## config.mk

```make
export PLATFORM = sky130hd
export DESIGN_NAME = wb_arbiter2
export DESIGN_NICKNAME = d
export VERILOG_FILES = /design/src/rtl/wb_arbiter2.sv
export SDC_FILE = /design/constraint.sdc
export NUM_CORES = 1
export LEC_CHECK = 0
export BUFFER_PORTS_ARGS = -buffer_cell sky130_fd_sc_hd__clkbuf_2
export CORE_AREA = 2 2 83 85
export DETAILED_ROUTE_END_ITERATION = 12
export DIE_AREA = 0 0 85 87
export MAX_ROUTING_LAYER = met4
export PLACE_DENSITY = 0.74
export SYNTH_ARGS = -nofsm -noshare
export SYNTH_HDL_FRONTEND = slang
export SYNTH_SLANG_ARGS = --single-unit
```

## constraint.sdc

```tcl
create_clock -name clk_i -period 5.3 [get_ports clk_i]
set_input_delay 1.325 -clock clk_i [delete_from_list [all_inputs] [get_ports clk_i]]
set_output_delay 1.325 -clock clk_i [all_outputs]
set_load 0.01 [all_outputs]
```

## src/rtl/wb_arbiter2.sv

```systemverilog
// Two-master Wishbone arbiter.
//
// Shares one Wishbone master port on the interconnect between master 0 (CPU core)
// and master 1 (debugger UART master). A grant is held for the whole bus cycle
// (cyc high), so block transfers and read-modify-write sequences are atomic.
// Simultaneous requests from idle are resolved round-robin. A per-transfer
// timeout ends a strobe that is never acked with an error, so the debugger can
// always get the bus back.
//
// Ports:
//   clk_i, rst_i           clock, asynchronous active-low reset
//   m0_* / m1_* inputs     master address, write data, byte selects, we, cyc, stb
//   m0_dat_o / m1_dat_o    read data (both are copies of s_dat_i)
//   m0_ack_o / m1_ack_o    ack, routed to the granted master only
//   m0_err_o / m1_err_o    timeout error, routed to the granted master only
//   s_* outputs            muxed master signals towards the interconnect
//   s_dat_i, s_ack_i       read data and ack from the interconnect
//   gnt_o                  one-hot current grant (bit 0 = master 0)
//   timeout_o              one-cycle pulse on a forced termination
module wb_arbiter2 #(
    parameter int unsigned DW      = 16,
    parameter int unsigned AW      = 32,
    parameter int unsigned TIMEOUT = 255
) (
    input  logic            clk_i,
    input  logic            rst_i,

    input  logic [AW-1:0]   m0_adr_i,
    input  logic [DW-1:0]   m0_dat_i,
    input  logic [DW/8-1:0] m0_sel_i,
    input  logic            m0_we_i,
    input  logic            m0_cyc_i,
    input  logic            m0_stb_i,
    output logic [DW-1:0]   m0_dat_o,
    output logic            m0_ack_o,
    output logic            m0_err_o,

    input  logic [AW-1:0]   m1_adr_i,
    input  logic [DW-1:0]   m1_dat_i,
    input  logic [DW/8-1:0] m1_sel_i,
    input  logic            m1_we_i,
    input  logic            m1_cyc_i,
    input  logic            m1_stb_i,
    output logic [DW-1:0]   m1_dat_o,
    output logic            m1_ack_o,
    output logic            m1_err_o,

    output logic [AW-1:0]   s_adr_o,
    output logic [DW-1:0]   s_dat_o,
    output logic [DW/8-1:0] s_sel_o,
    output logic            s_we_o,
    output logic            s_cyc_o,
    output logic            s_stb_o,
    input  logic [DW-1:0]   s_dat_i,
    input  logic            s_ack_i,

    output logic [1:0]      gnt_o,
    output logic            timeout_o
);

    // The counter only ever reaches TIMEOUT-1 before clearing, so it never saturates.
    localparam int unsigned CW = $clog2(TIMEOUT + 1);
    localparam logic [CW-1:0] CntMax = CW'(TIMEOUT - 1);

    typedef enum logic [1:0] {StIdle, StGnt0, StGnt1} state_e;

    state_e        state_q, state_d;
    logic          last_q, last_d;   // master that most recently released the bus
    logic [CW-1:0] cnt_q, cnt_d;

    logic req_cyc;
    logic req_stb;
    logic timeout_now;

    // State, pointer and timeout counter registers
    always_ff @(posedge clk_i or negedge rst_i) begin
        if (!rst_i) begin
            state_q <= StIdle;
            last_q  <= 1'b1;          // master 0 wins the first tie
            cnt_q   <= '0;
        end else begin
            state_q <= state_d;
            last_q  <= last_d;
            cnt_q   <= cnt_d;
        end
    end

    // Next-state / grant logic
    always_comb begin
        state_d = state_q;
        last_d  = last_q;
        unique case (state_q)
            StIdle: begin
                if (m0_cyc_i && m1_cyc_i) begin
                    state_d = last_q ? StGnt0 : StGnt1;
                end else if (m0_cyc_i) begin
                    state_d = StGnt0;
                end else if (m1_cyc_i) begin
                    state_d = StGnt1;
                end
            end
            StGnt0: begin
                if (!m0_cyc_i) begin
                    last_d  = 1'b0;
                    // Hand straight over to a waiting master, no idle bubble
                    state_d = m1_cyc_i ? StGnt1 : StIdle;
                end
            end
            StGnt1: begin
                if (!m1_cyc_i) begin
                    last_d  = 1'b1;
                    state_d = m0_cyc_i ? StGnt0 : StIdle;
                end
            end
            default: state_d = StIdle;
        endcase
    end

    // Bus muxes driven from the registered grant
    always_comb begin
        s_adr_o = '0;
        s_dat_o = '0;
        s_sel_o = '0;
        s_we_o  = 1'b0;
        req_cyc = 1'b0;
        req_stb = 1'b0;
        unique case (state_q)
            StGnt0: begin
                s_adr_o = m0_adr_i;
                s_dat_o = m0_dat_i;
                s_sel_o = m0_sel_i;
                s_we_o  = m0_we_i;
                req_cyc = m0_cyc_i;
                req_stb = m0_stb_i;
            end
            StGnt1: begin
                s_adr_o = m1_adr_i;
                s_dat_o = m1_dat_i;
                s_sel_o = m1_sel_i;
                s_we_o  = m1_we_i;
                req_cyc = m1_cyc_i;
                req_stb = m1_stb_i;
            end
            default: ;
        endcase
    end

    // An ack in the threshold cycle wins over the timeout
    assign timeout_now = req_cyc & req_stb & ~s_ack_i & (cnt_q == CntMax);

    assign s_cyc_o   = req_cyc;
    assign s_stb_o   = req_cyc & req_stb & ~timeout_now;
    assign timeout_o = timeout_now;

    assign m0_dat_o = s_dat_i;
    assign m1_dat_o = s_dat_i;
    assign m0_ack_o = (state_q == StGnt0) & s_ack_i;
    assign m1_ack_o = (state_q == StGnt1) & s_ack_i;
    assign m0_err_o = (state_q == StGnt0) & timeout_now;
    assign m1_err_o = (state_q == StGnt1) & timeout_now;

    assign gnt_o = {state_q == StGnt1, state_q == StGnt0};

    // Counts wait cycles of the current strobe; an abandoned strobe (cyc or stb
    // dropped), an ack, a forced termination or a grant change all restart it.
    always_comb begin
        cnt_d = cnt_q;
        if (state_d != state_q) begin
            cnt_d = '0;
        end else if (!(req_cyc && req_stb) || s_ack_i || timeout_now) begin
            cnt_d = '0;
        end else begin
            cnt_d = cnt_q + CW'(1);
        end
    end

endmodule

```

**Word level (Yosys, flattened, before mapping)**

Index checks and enable logic that the tools add are counted.

- Word-level logic and storage cells: 48
- Flip-flop bits (word level): 11
- Output and inout bits: 92
- Input bits: 125

- Mux-type cells: 20
- Bitwise operators: 10
- Eq/ne operators: 6
- Reductions and logical operators: 8
- Add/sub/neg operators: 1

Operator list:

| kind | number |
|---|---|
| $pmux 32 s2 | 1 |
| $pmux 16 s2 | 1 |
| $mux 8 | 2 |
| $mux 2 | 7 |
| $add 8x1->8 const B | 1 |
| $and 1x1->1 | 8 |
| $eq 8x8->1 const B | 1 |
| $pmux 1 s2 | 4 |
| $pmux 2 s3 | 1 |
| $ne 2x2->1 const B | 2 |
| $pmux 2 s2 | 1 |
| $mux 1 | 3 |
| $reduce_and 3->1 | 1 |
| $eq 2x1->1 const B | 1 |
| $eq 2x2->1 const B | 1 |
| $logic_and 1x1->1 | 2 |
| $logic_not 2->1 | 1 |
| $logic_or 1x1->1 | 2 |
| $ne 2x2->1 | 1 |
| $not 1->1 | 2 |
| $reduce_bool 2->1 | 1 |
| $logic_not 1->1 | 1 |

**Logic depth before layout (Yosys ltp)**

- Depth in word-level cells: 8
- Depth in mapped cells: 7

**Least setup slack after synthesis**

OpenSTA, ideal clock, no wires.

- Kind: input port to output port
- Start: input port m0_cyc_i
- End: output port m0_err_o
- Stages on the path: 6
- Path buffers: 1
- Arrival: 2748 ps
- Setup slack: 1227 ps
- Required time: 3975 ps
- Cells stage by stage: buf_2 > nand2_1 > a21boi_2 > nand2_1 > nor4_1 > and2_1

- Cells in the longest elaborated chain, start to end: 5

Ends and longest elaborated chain:

| item | RTL line | RTL |
|---|---|---|
| start, declared | 32 | `input logic m0_cyc_i,` |
| $pmux 1 s2 | 127 | `unique case (state_q)` |
| via s_cyc_o | 52 | `output logic s_cyc_o,` |
| $and 1x1->1 (3 in series) | 149 | `assign timeout_now = req_cyc & req_stb & ~s_ack_i & (cnt_q == CntMax);` |
| via timeout_o | 58 | `output logic timeout_o` |
| $and 1x1->1 | 159 | `assign m0_err_o = (state_q == StGnt0) & timeout_now;` |
| end, declared | 36 | `output logic m0_err_o,` |

The timed path passes the listed nets, and every way through them passes these cells.

**Worst setup path in the final report**

- Start: input port m0_cyc_i
- End: output port m1_err_o

- Cells in the longest elaborated chain, start to end: 5

Ends and longest elaborated chain:

| item | RTL line | RTL |
|---|---|---|
| $pmux 1 s2 | 127 |  |
| $and 1x1->1 (3 in series) | 149 |  |
| $and 1x1->1 | 160 | `assign m1_err_o = (state_q == StGnt1) & timeout_now;` |
| end, declared | 46 | `output logic m1_err_o,` |

Every way passes these cells.

==> impl_results.md <==
- Clk_skew: 0.00518 ns
- Commonest non-fill, non-tap cells in the layout: clkbuf_2, a22oi_1, nor2b_1
- Post-CTS setup buffers: 0
- Seq/Total Area, Yosys: 0.154
- Final ANT Viol Nets: 0
- Rows: 30
- Final Max Tran Viols: 0
- Clk Latency, worst-skew pair: 0.25 ns
- Clock transition at the registers of the reported paths: 0.05 ns
- Most common cell after layout, fill and taps aside: clkbuf_2
- Vias in the first global route: 1917
- Dpl hpwl: 5.75 mm
- Cell family with the largest share of critical-path delay: simple AND/OR/NAND/NOR gates
- # diodes: 0
- Critical path data required time: 3.97 ns
- Worst path depth: 7
- Max_cap viols: 0
- FF-to-FF End: cnt_q[7]
- R2r setup slk: 2.74 ns
- DRC: 0
- Critical Path, Cell by Cell: clkbuf_2, nand2_1, a21boi_2, nand2_1, nor4_1, and2_1, clkbuf_2
- CTS buffer count: 3
- Post-Synthesis Cells: 242
- GP Congestion: 0.960
- Syn-to-layout area delta: 38.1%
- Hold Fails Final Rpt: 0
- CTS tree: built
- Die ar.: 0.00740 mm²
- Via density per instance: 5.09
- Leak: 1.23 nW
- Layout cell share with drive strength beyond 1: 0.496
- Die X: 85 µm
- Crit path to: m1_err_o
- Slowest CP cell: nor4_1
- Pwr dens: 440 mW/mm²
- Min-delay worst type: reg2reg
- Yosys top cell area share: 0.218
- Post-Syn Nets: 374
- Initial antenna violation count: 0
- Startpoint Class: input pin
- H-tree Lvls: 1
- # resized after CTS: 0
- Min Hold Slack: 0.532 ns
- Distinct cells, synth: 32
- CP peak stage delay: 0.47 ns
- Total routed wirelength: 7.11 mm
- Worst-margin pin slew: 0.625 ns
- Crit path time final: 4.06 ns
- Worst Setup End Kind: output port
- Kind of critical path: in2out
- Post-Layout Cell Count: 445
- Iteration-0 DRC Markers: 130
- Status: finished, final reports clean
- Yosys top cell by area: a22oi_1
- CORE AREA: 0.00657 mm²
- Clock tree buffer depth: 2
- Largest net degree at the start of global routing: 53
- Clock Sinks: 11
- I/O Pins: 217
- First-pass GRT wire length: 10.0 mm
- Reg2reg start: state_q[0]
- PortBufs: 168
- Min-Delay Startpoint: cnt_q[0]
- Peak supply drop: 0.164 mV
- Cells after DPL: 441
- Starting density of the core: 0.273
- Drt pass-1 iters: 4
- R2R cell count: 7
- YS warnings: 0
- Setup tns final: 0 ns
- Crit path DAT: 2.74 ns
- Worst Path Max Fanout: 9
- Critical path origin: m0_cyc_i
- Worst path buffer plus inverter count: 2
- Rel. slew slack: 0.583
- Global Route Usage Sum: 0.176
- Grt total ovfl: 0
- Final #Nets: 498
- Fmax achieved: 0.246 GHz
- Routed len/inst: 16.0 µm
- Via Count: 2264
- Netlist Area Pre-Place: 0.00179 mm²
- Die height: 87 µm
- Clk root buf: clkbuf_8
- # setup viols final: 0
- Hold buffer count at cts: 0
- RSZ-0062 raised after global routing: no
- Top post-synthesis cells by area: a22oi_1, nor2b_1, dfrtp_1
- #FFs+latches synth: 11
- Part of the cycle the worst path needs: 0.767
- Synth Area per Inst: 7.41 µm²
[sequential cells by signal, summed over array words and instances, names as in the netlist]
register / cells
cnt_q: 8
state_q: 2
last_q: 1
[routing by layer]
layer | wire [µm] | vias up | GRT usage
met4 | 119 | 0 | 0.0577
met3 | 848 | 16 | 0.0351
met2 | 3260 | 142 | 0.251
li1 | - | 1071 | -
met5 | 0 | - | -
met1 | 2880 | 1035 | 0.247
[power by group]
| part | internal [mW] | switching [mW] | total, mW |
|---|---|---|---|
| Sequential | 0.0964 | 0.0195 | 0.116 |
| Clock | 0.0531 | 0.0346 | 0.0876 |
| Combinational | 0.382 | 0.505 | 0.887 |
| Total | 0.532 | 0.559 | 1.09 |
[Yosys cell counts]
cell type and n:
nand3_1 5, buf_1 6, buf_6 1, a22o_1 2, nor2b_1 51, a22oi_1 52
a21oi_1 5, buf_4 33, inv_1 3, nor3_1 9, and2_1 4, buf_2 2
nand2b_1 2, inv_2 1, ha_1 7, xnor2_1 3, a31oi_1 1, clkbuf_1 10
nor4_1 1, o311ai_2 1, o21ai_0 3, dfrtp_1 10, nand2_1 10, a21boi_2 1
nor2_1 10, xor2_1 3, dfstp_2 1, a31o_1 1, and3_1 1, nand4_1 1
a2111o_1 1, a221o_2 1
[worst register-to-register path, cell delays in order (launching register included)]
cell,delay [ns]
dfrtp_1,0.47
inv_1,0.13
ha_2,0.37
buf_4,0.32
a22o_1,0.28
a31o_1,0.21
a2111o_1,0.47
nor3_1,0.22
[worst min path at each step]
stage | cells after the start | endpoint | slack (ns)
2_1_floorplan | 1 | cnt_q[0] | 0.47
3_3_place_gp | 1 | cnt_q[0] | 0.49
3_5_place_dp | 1 | cnt_q[0] | 0.52
4_1_cts | 1 | cnt_q[0] | 0.53
5_1_grt | 1 | cnt_q[0] | 0.54
6_report | 1 | cnt_q[0] | 0.53
[logic make-up (layout without fill, tap and decap cells)]
group,count (synthesis),in the layout,share of synthesized area
DFF,11,11,0.154
buffers and inverters,56,179,0.192
AOI/OAI and AO/OA,68,68,0.286
adders and majority gates,7,7,0.0488
xor gates and xnor gates,6,6,0.0293
and+or+nand+nor,94,94,0.290
[metrics by stage]
| stage | utilization | worst slack, ns | area, µm² | total power [mW] |
|---|---|---|---|---|
| final | 0.377 | 1.24 | 2480 | 1.09 |
| after global routing | 0.377 | 0.956 | 2480 | 1.19 |
| after CTS | 0.377 | 1.20 | 2480 | 1.10 |
| after detailed placement | 0.370 | 1.21 | 2430 | 1.01 |
| after global placement | 0.370 | 1.31 | 2430 | 0.987 |
| after floorplan | - | 1.23 | 1790 | 0.729 |
[cell type report]
type / count / area, µm²
flip-flops and latches: 11 / 277
fillers: 691 / 4090
inverters: 4 / 15.0
clock buffers: 4 / 45.0
multi-input cells: 175 / 1180
well taps: 80 / 100
repair buffers: 171 / 863
(Power assumes the default switching activity.)
